File: config.mk
export PLATFORM = sky130hd
export DESIGN_NAME = psum_accumulator
export DESIGN_NICKNAME = d
export VERILOG_FILES = /design/src/rtl/psum_accumulator.sv
export SDC_FILE = /design/constraint.sdc
export NUM_CORES = 1
export LEC_CHECK = 0
export CAP_MARGIN = 10
export CORE_MARGIN = 2
export CORE_UTILIZATION = 43
export CTS_CLUSTER_SIZE = 30
export DETAILED_ROUTE_END_ITERATION = 8
export GPL_ROUTABILITY_DRIVEN = 0
export PLACE_DENSITY = 0.68
export SETUP_SLACK_MARGIN = 0.05
export SYNTH_ARGS = -nofsm -noshare
export SYNTH_HDL_FRONTEND = slang
export SYNTH_SLANG_ARGS = --single-unit
File: constraint.sdc
create_clock -name clk_i -period 3.3 [get_ports clk_i]
set_clock_uncertainty 0.05 [all_clocks]
set_input_delay 0.495 -clock clk_i [delete_from_list [all_inputs] [get_ports clk_i]]
set_output_delay 0.495 -clock clk_i [all_outputs]
set_load 0.01 [all_outputs]
File: src/rtl/psum_accumulator.sv
// Partial-sum accumulator for the 4-PE core.
// Sums NUM_TILES psum beats per lane, then requantizes to int8.
module psum_accumulator #(
  parameter int NUM_TILES = 4,
  parameter int SHIFT     = 4,
  parameter int RELU_EN   = 1
) (
  input  logic             clk_i,
  input  logic             rst_i,
  input  logic             start_i,
  input  logic             psum_valid_i,
  input  logic [3:0][19:0] psum_in_i,
  input  logic             out_ready_i,
  output logic             out_valid_o,
  output logic [3:0][7:0]  out_data_o,
  output logic             busy_o,
  output logic             done_o,
  output logic [3:0]       tile_cnt_o
);

  typedef enum logic [1:0] {
    S_IDLE,
    S_ACCUM,
    S_OUTPUT
  } state_e;

  localparam logic [3:0] LAST = 4'(NUM_TILES - 1);
  localparam logic signed [24:0] RND = 25'(1) << (SHIFT - 1);

  state_e            state_q, state_d;
  logic signed [23:0] acc_q [4];
  logic signed [23:0] acc_d [4];
  logic [3:0]        cnt_q, cnt_d;
  logic              done_q, done_d;

  // Round-half-up, arithmetic shift, optional ReLU, int8 saturation.
  function automatic logic [7:0] requant(input logic signed [23:0] a);
    logic signed [24:0] s;
    logic signed [24:0] r;
    s = $signed({a[23], a}) + RND;
    r = s >>> SHIFT;
    if (RELU_EN != 0 && r < 0) r = '0;
    if (r > 25'sd127) return 8'h7f;
    if (r < -25'sd128) return 8'h80;
    return r[7:0];
  endfunction

  always_comb begin
    state_d = state_q;
    cnt_d   = cnt_q;
    done_d  = 1'b0;
    for (int i = 0; i < 4; i++) acc_d[i] = acc_q[i];
    case (state_q)
      S_IDLE: begin
        if (start_i) begin
          for (int i = 0; i < 4; i++) acc_d[i] = '0;
          cnt_d   = '0;
          state_d = S_ACCUM;
        end
      end
      S_ACCUM: begin
        if (psum_valid_i) begin
          for (int i = 0; i < 4; i++)
            acc_d[i] = acc_q[i] +
              {{4{psum_in_i[i][19]}}, psum_in_i[i]};
          cnt_d = cnt_q + 4'd1;
          if (cnt_q == LAST) state_d = S_OUTPUT;
        end
      end
      S_OUTPUT: begin
        if (out_ready_i) begin
          state_d = S_IDLE;
          done_d  = 1'b1;
        end
      end
      default: state_d = S_IDLE;
    endcase
  end

  always_ff @(posedge clk_i) begin
    if (rst_i) begin
      state_q <= S_IDLE;
      cnt_q   <= '0;
      done_q  <= 1'b0;
      for (int i = 0; i < 4; i++) acc_q[i] <= '0;
    end else begin
      state_q <= state_d;
      cnt_q   <= cnt_d;
      done_q  <= done_d;
      for (int i = 0; i < 4; i++) acc_q[i] <= acc_d[i];
    end
  end

  always_comb begin
    out_valid_o = (state_q == S_OUTPUT);
    busy_o      = (state_q != S_IDLE);
    done_o      = done_q;
    tile_cnt_o  = cnt_q;
    for (int i = 0; i < 4; i++)
      out_data_o[i] = out_valid_o ? requant(acc_q[i]) : 8'h00;
  end

endmodule

# Word level (Yosys, flattened, before mapping)
# Memory sizes are Yosys's and may differ from the RTL's.
# Index checks and enable logic that the tools add are counted.
[op_classes]
eq_ne = 7
n_mux = 55
add_sub_neg = 9
reduce_logical = 6
bitwise = 5
order_cmp = 12
[op_table]
columns = ["operator", "n"]
rows = [
  ["96-bit 2-to-1 mux", 2],
  ["96-bit case mux with 2 select lines", 1],
  ["8-bit 2-to-1 mux", 20],
  ["24-bit by 5-bit adder with 25-bit output, second input constant", 4],
  ["25-bit by 8-bit greater-than comparator with 1-bit output, second input constant", 4],
  ["25-bit by 8-bit less-than comparator with 1-bit output, second input constant", 4],
  ["25-bit 2-to-1 mux", 4],
  ["24-bit adder", 4],
  ["24-bit 2-to-1 mux", 4],
  ["21-bit by 1-bit less-than comparator with 1-bit output, second input constant", 4],
  ["1-bit 2-to-1 mux", 16],
  ["2-bit 2-to-1 mux", 4],
  ["4-bit 2-to-1 mux", 2],
  ["2-bit != test, second input constant", 4],
  ["4-bit case mux with 2 select lines", 1],
  ["2-bit case mux with 3 select lines", 1],
  ["4-bit by 1-bit adder with 4-bit output, second input constant", 1],
  ["4-bit by 2-bit == test with 1-bit output, second input constant", 1],
  ["1-bit bitwise OR", 4],
  ["4-bit AND reduction", 1],
  ["2-bit nonzero test", 2],
  ["3-bit AND reduction", 1],
  ["2-bit by 1-bit == test with 1-bit output, second input constant", 1],
  ["2-bit == test, second input constant", 1],
  ["other kinds (3)", 3],
]
[totals]
wordCells = 98
register_bits = 7
ram_bits = 96
inputBits = 85
out_inout_bits = 39
memories = 1
[memory_table]
columns = ["memory", "words", "width", "read_ports", "rd_clocked_by_memory_dff", "wr", "line", "rtl"]
rows = [
  ["acc_q", 4, 24, 4, 0, 4, "31", "logic signed [23:0] acc_q [4];"],
]

# Logic depth before layout (Yosys ltp)
# Gate-level depths: netlist of run 1.
[logic_depth]
ltp_word = 9
depth_mapped = 11
mapped_depth_nobuf = 11

# Worst setup path after synthesis of run 1
# Ideal clock, no wire load.
[synth_timing]
path_type = "input -> register"
from = "in psum_in_i[0] (netlist name)"
to = "mem acc_q[0][22]"
setup_time_ns = 0.121
t_required_ns = 3.129
t_arrival_ns = 3.106
cell_stages = 11
path_buffers = 0
slack_ns = 0.023
cell_sequence = "ha_1 fa_1 a21o_1 a21o_1 a2111oi_2 o21bai_1 a211o_1 a221o_1 o41ai_2 or4_1 nand3_1"
[synth_lines]
columns = ["item", "line", "rtl"]
rows = [
  ["start, declared", "12", "input logic [3:0][19:0] psum_in_i,"],
  ["end, declared", "31", ""],
]

==> results of run 1 <==
worst reg2reg max path: stages, from the launching register on:
cell and delay (ns):
dfxtp_1 0.32, ha_2 0.20, fa_2 0.40, a21o_1 0.20, a21o_1 0.18, a2111oi_2 0.30
o21bai_1 0.12, a211o_1 0.31, a221o_1 0.37, o41ai_2 0.26, or4_1 0.16, nand3_1 0.06
layer usage:
layer	GRT usage (%)	wire length (um)	vias up
met2	38.9	12000	227
li1	-	-	4753
met1	30.6	12000	4313
met3	3.16	1180	25
met4	5.76	347	0
met5	0	0	-
Yosys cell counts, types with 14 or more instances:
cell type,count,area (um^2)
nand3_1,42,210
o21bai_1,16,120
xnor2_1,64,561
nand4_1,17,106
ha_1,97,1210
inv_1,28,105
nor3_1,39,195
a21oi_1,115,576
a21o_1,49,368
o21ai_0,81,405
nand2_1,105,394
and3_1,14,87.6
xor2_1,43,377
nor2_1,130,488
clkbuf_1,27,101
a22oi_1,51,383
dfxtp_1,103,2060
worst max-delay path by stage:
stage	from	endpoint	slack, ns	cells past startpoint
5_1_grt	acc_q[0][11]$_SDFFE_PP0P_	out_data_o[1]	-0.08	11
3_3_place_gp	psum_in_i[0]	acc_q[0][22]$_SDFFE_PP0P_	-0.39	12
3_5_place_dp	psum_in_i[0]	acc_q[0][22]$_SDFFE_PP0P_	-0.46	12
4_1_cts	psum_in_i[20]	acc_q[1][16]$_SDFFE_PP0P_	0.05	13
6_report	acc_q[0][11]$_SDFFE_PP0P_	out_data_o[1]	0.1	11
2_1_floorplan	psum_in_i[0]	acc_q[0][22]$_SDFFE_PP0P_	0.07	11
state kept, by name, indices dropped and copies added, names as in the netlist:
register    count
acc_q          96
done_o          1
state_q         2
tile_cnt_o      4
final cells by class:
class,count,area [um^2],area share (%)
multi-input combinational,1010,6900,58.9
sequential,103,2080,17.8
timing repair buffer,238,1980,16.9
tap,270,338,2.88
clock buffer,12,256,2.19
inverter,28,105,0.897
clock inverter,4,53.8,0.459
antenna,1,2.50,0.0214
through the flow:
| stage | setup WS, ns | util [%] | instance area (um^2) |
|---|---|---|---|
| floorplan | 0.0689 | - | 8950 |
| global placement | -0.386 | 54.7 | 11100 |
| detailed placement | -0.456 | 54.7 | 11100 |
| CTS | 0.0539 | 56.7 | 11500 |
| global route | -0.0799 | 57.7 | 11700 |
| finish | 0.0974 | 57.7 | 11700 |
kinds of logic (layout without fill, tap and decap cells):
group                    count (synthesis)  count (layout)
AND/OR/NAND/NOR                        404             404
AO/OA/AOI/OAI                          389             389
XOR/XNOR                               107             107
flip-flops                             103             103
adder cells (fa/ha/maj)                101             101
buffers and inverters                   61             282
multiplexers                             5               5
other                                    1               5
where the power goes:
part | leakage, nW | total (mW) | internal [mW] | switching [mW]
registers | 0.844 | 1.37 | 1.30 | 0.0739
logic | 4.13 | 1.12 | 0.562 | 0.554
clock network | 0.145 | 1.14 | 0.633 | 0.507
repair_timing:
item,CTS,global route
endpoints found under the setup margin,32,40
buffers inserted,7,10
hold buffers,0,0
pin swaps,19,23
gates resized for setup,70,80
gates cloned,0,0
endpoints found under the hold margin,0,0
==> flow_summary.yaml, run 1 <==
worst_setup_path:
  setup.worst_path.class: "register to output port"
  timing.rr.start: "acc_q[0][0]$_SDFFE_PP0P_"
  cp-end-kind: "output port"
  reg2reg_depth: 11
  path_max_fanout: 4
  crit_path_cell_trace: "and3_4 -> and3_4 -> nand4_1 -> nor3_2 -> xnor2_1 -> nand4_1 -> nor3_4 -> buf_4 -> buf_4 -> a21oi_1 -> clkbuf_2"
  path_buf_inv: 3
  slowest_stage: "dfxtp_2"
  start_kind: "register"
  arrival_ns: 2.66
  timing.rr.end: "acc_q[0][22]$_SDFFE_PP0P_"
  critPathTopFamily: "simple AND/OR/NAND/NOR gates"
  crit_required_ns: 2.75
  critPathMaxStageDelay_ns: 0.35
  ff2ff_setup_slack_ns: 0.26
logic_synthesis:
  muxShareOfSynthArea_pct: 0.560
  syn_area_um2: 8930
  ys_async_sr_fraction_pct: 0
  yosys_most_used_dff: "dfxtp_1"
  synth_compound_area_share_pct: 27.8
  synth_seq_cells: 103
  synth_edf_count: 0
  synth-adder-area-share_pct: 14.5
  avgSynthCellArea_um2: 7.63
  synth-xor-area-share_pct: 10.5
  ys_seq_area_share_pct: 23.1
  synth_top_family_by_area: "compound AO/OA/AOI/OAI gates"
  syn_inst: 1171
  synth_warnings: 0
  yosysUniqueCellTypes: 54
  synthSimpleGateAreaFrac_pct: 20.9
floorplanning:
  core-area_um2: 20300
  dieArea_um2: 21900
  start_util_pct: 44.0
  die_height_um: 148
  io_pins: 124
  rows: 52
  die_width_um: 148
final_layout:
  instances_no_fill: 1666
  layout_common_cells: "nor2_1 (124), buf_4 (118), a21oi_1 (109)"
  area.growth.synth_to_final_pct: 31.2
  fillers: 1893
  fin_nets: 1576
  final_common_cell: "nor2_1"
  drive_gt1_share_pct: 17.1
placement:
  io_buffers: 119
  hpwlAfterDp_um: 19000
  dp_cells: 1632
sta:
  fmax_mhz: 312
  holdWs_ns: 0.404
  worstMarginPinSlew_ns: 0.739
  rsz0062_at_grt: "true"
  min_period_over_period_pct: 97.0
  hold_violations: 0
  max-slew-margin-rel_pct: 50.6
  tns_ns: 0
  slew_violations: 0
  period_needed_ns: 3.20
  setup_viol: 0
power:
  fin_total_pwr_mw: 3.63
  powerDensity_nw_per_um2: 310
  peakVddDrop_uv: 244
  power.leakage_nw: 5.12
clock_tree:
  clkLatencyLatePin_ns: 0.36
  clockBufferDepth: 2
  cts_tree: "yes"
  htreeDepth: 3
  clock_sinks: 103
  numCtsBuffers: 9
  path_clk_slew_ns: 0.07
  cts_root_buf: "clkbuf_16"
global_route:
  grt_overflow: 0
  grt_pass1_wl_um: 41600
  first_global_vias: 8653
  global_route.usage.total_pct: 22.9
  antenna_found_initial: 1
  grt_max_degree: 41
detailed_routing:
  drtAntennaViolNets: 0
  first_iter_violations: 484
  drt_pass1_iterations: 4
  finalWirelength_um: 25500
  remaining_drc_errors: 0
  wl_per_cell_um: 15.3
  vias_per_cell: 5.59
  route.vias.total: 9318
status:
  status: "finished clean"
job:
  drv_cap: 0
worst_hold_path:
  min_from: "rst_i"
  hold_end: "acc_q[1][2]$_SDFFE_PP0P_"
  worstHoldPathCells: 2
  holdCritPathClass: "input port to register"
No activity file was read; power rests on OpenSTA's default activity.
==> run 2, diff against run 1 <==
--- a/config.mk
+++ b/config.mk
@@ -11,6 +11,7 @@
 export CTS_CLUSTER_SIZE = 30
 export DETAILED_ROUTE_END_ITERATION = 8
 export GPL_ROUTABILITY_DRIVEN = 0
+export HOLD_SLACK_MARGIN = 0.1
 export PLACE_DENSITY = 0.68
 export SETUP_SLACK_MARGIN = 0.05
 export SYNTH_ARGS = -nofsm -noshare
==> results of run 2 <==
The final DEF is identical to that of run 1; final timing and power are the same.
==> run 3, diff against run 2 <==
--- a/config.mk
+++ b/config.mk
@@ -12,7 +12,7 @@
 export DETAILED_ROUTE_END_ITERATION = 8
 export GPL_ROUTABILITY_DRIVEN = 0
 export HOLD_SLACK_MARGIN = 0.1
-export PLACE_DENSITY = 0.68
+export PLACE_DENSITY = 0.65
 export SETUP_SLACK_MARGIN = 0.05
 export SYNTH_ARGS = -nofsm -noshare
 export SYNTH_HDL_FRONTEND = slang
==> constraint.sdc (replaced) <==
create_clock -name clk_i -period 3.99 [get_ports clk_i]
set_clock_uncertainty 0.05 [all_clocks]
set_input_delay 0.5985 -clock clk_i [delete_from_list [all_inputs] [get_ports clk_i]]
set_output_delay 0.5985 -clock clk_i [all_outputs]
set_load 0.01 [all_outputs]
==> run 3 against run 2 <==
  * Non-clock buffer count shrank 100
  * Register-to-register slack gained 0.51 ns
  * Critical path depth unchanged
  * Power fell by 22%
  * Final cell count shrank 6.1%
  * Setup slack improved by 0.17 ns
  * Via count shrank 5.7%
  * Critical path type unchanged
  * Worst hold slack gained 0.040 ns
  * Sequential share of layout area grew 1.3 points
  * Sequential power fell by 17%
  * Flip-flop and latch count unchanged
  * Wire length shrank 6.0%
==> flow_summary.yaml, run 3 (same netlist as run 1, synthesis figures left out) <==
status:
  status: "finished clean"
floorplanning:
  io_pins: 124
  core-area_um2: 20300
  start_util_pct: 44.0
  rows: 52
  die_width_um: 148
  die_height_um: 148
  dieArea_um2: 21900
power:
  fin_total_pwr_mw: 2.81
  powerDensity_nw_per_um2: 259
  power.leakage_nw: 4.54
  power.internal_mw: 1.91
  switching_power_mw: 0.907
  combPwrFrac_pct: 27.9
  seqPwrFrac_pct: 40.5
  swShare_pct: 32.3
  p_clk_share_pct: 31.6
  peakVddDrop_uv: 268
sta:
  holdWs_ns: 0.444
  slew_violations: 0
  period_needed_ns: 3.72
  setup_viol: 0
  tns_ns: 0
  fin_ws_ns: 0.268
  min_period_over_period_pct: 93.3
  hold_violations: 0
  worstMarginPinSlew_ns: 0.900
  fmax_mhz: 269
  max-slew-margin-rel_pct: 39.8
  rsz0062_at_grt: "false"
clock_tree:
  cts_tree: "yes"
  path_clk_slew_ns: 0.08
  numCtsBuffers: 9
  clock_sinks: 103
  cts_setup_buffers: 0
  clockBufferDepth: 2
  htreeDepth: 3
  cts_root_buf: "clkbuf_16"
  clkLatencyLatePin_ns: 0.35
worst_setup_path:
  setup.worst_path.class: "register to output port"
  start_kind: "register"
  crit_required_ns: 3.34
  cp-end-kind: "output port"
  timing.rr.end: "acc_q[0][22]$_SDFFE_PP0P_"
  reg2reg_depth: 11
  arrival_ns: 3.07
  timing.rr.start: "acc_q[0][0]$_SDFFE_PP0P_"
  critPathMaxStageDelay_ns: 0.55
  crit_end: "out_data_o[24]"
  slowest_stage: "clkdlybuf4s50_1"
  ff2ff_setup_slack_ns: 0.77
  cp-startpoint: "acc_q[3][5]$_SDFFE_PP0P_"
  crit_top_cell: "nor4_1"
  crit_path_cell_trace: "and3_1 -> nand3_1 -> nor3_2 -> nand2_1 -> nor2_1 -> nor4_1 -> a31oi_1 -> nor4_1 -> buf_4 -> a21oi_1 -> clkdlybuf4s50_1"
  path_max_fanout: 7
final_layout:
  final_core_util_pct: 53.4
  instances_no_fill: 1565
  area.growth.synth_to_final_pct: 21.3
  fin_nets: 1476
  largest-register: "acc_q"
  final_common_cell: "nor2_1"
  drive_gt1_share_pct: 5.17
  largest_reg_flops: 96
  diodes: 0
  layout_common_cells: "nor2_1 (130), clkdlybuf4s50_1 (118), a21oi_1 (114)"
  final_cell_area_um2: 10800
job:
  drv_cap: 0
placement:
  pre_cts_ws_ns: 0.0529
  io_buffers: 119
  placed_area_um2: 10500
  dp_cells: 1549
  hpwlAfterDp_um: 18100
global_route:
  global_route.usage.total_pct: 21.9
  grt_max_degree: 60
  first_global_vias: 8306
  grt_overflow: 0
  grt_pass1_wl_um: 40000
  antenna_found_initial: 0
worst_hold_path:
  holdCritPathClass: "register to register"
detailed_routing:
  vias_per_cell: 5.62
  drtAntennaViolNets: 0
  first_iter_violations: 477
  finalWirelength_um: 24000
  route.vias.total: 8789
  drt_pass1_iterations: 5
  remaining_drc_errors: 0
  wl_per_cell_um: 15.3
==> run 3: how the worst min path moves through the flow <==
stage / start / endpoint / cells past startpoint
6_report: acc_q[2][18]$_SDFFE_PP0P_ / acc_q[2][18]$_SDFFE_PP0P_ / 2
5_1_grt: acc_q[1][22]$_SDFFE_PP0P_ / acc_q[1][22]$_SDFFE_PP0P_ / 2
4_1_cts: acc_q[2][18]$_SDFFE_PP0P_ / acc_q[2][18]$_SDFFE_PP0P_ / 2
3_5_place_dp: acc_q[2][18]$_SDFFE_PP0P_ / acc_q[2][18]$_SDFFE_PP0P_ / 2
3_3_place_gp: acc_q[2][2]$_SDFFE_PP0P_ / acc_q[2][2]$_SDFFE_PP0P_ / 2
2_1_floorplan: acc_q[0][2]$_SDFFE_PP0P_ / acc_q[0][2]$_SDFFE_PP0P_ / 2
==> run 3: power by group through the flow <==
stage	logic [mW]	clock network [mW]	registers [mW]
2_1_floorplan	0.541	0	1.14
3_3_place_gp	0.770	0	1.16
3_5_place_dp	0.773	0	1.16
4_1_cts	0.778	0.910	1.14
5_1_grt	0.876	0.958	1.15
6_report	0.784	0.890	1.14
==> run 3: timing repair <==
action                     in CTS  in global routing
hold buffers                    0                  0
hold endpoints to repair        0                  0
resized for setup               0                 13
setup endpoints to repair       0                 26
==> run 3: per-layer routing <==
| metal | wire length [um] | GRT usage, % |
|---|---|---|
| met4 | 412 | 5.81 |
| met1 | 11600 | 30.2 |
| met3 | 1110 | 2.98 |
| met5 | 0 | 0 |
| met2 | 10900 | 36.0 |
==> run 3: layout make-up <==
cell class / count / area (um^2)
fillers: 2000 / 9460
repair buffers: 138 / 1330
clock inverters: 5 / 38.8
multi-input cells: 1010 / 6710
flip-flops and latches: 103 / 2070
well taps: 270 / 338
inverters: 28 / 105
clock buffers: 11 / 253
==> run 3: worst max-delay path, delay by kind of cell, from the launching register on <==
kind	cells	cell delay [ns]
buffers and inverters	2	0.71
AND/OR/NAND/NOR	7	1.23
flip-flops	1	0.47
AO/OA/AOI/OAI	2	0.30
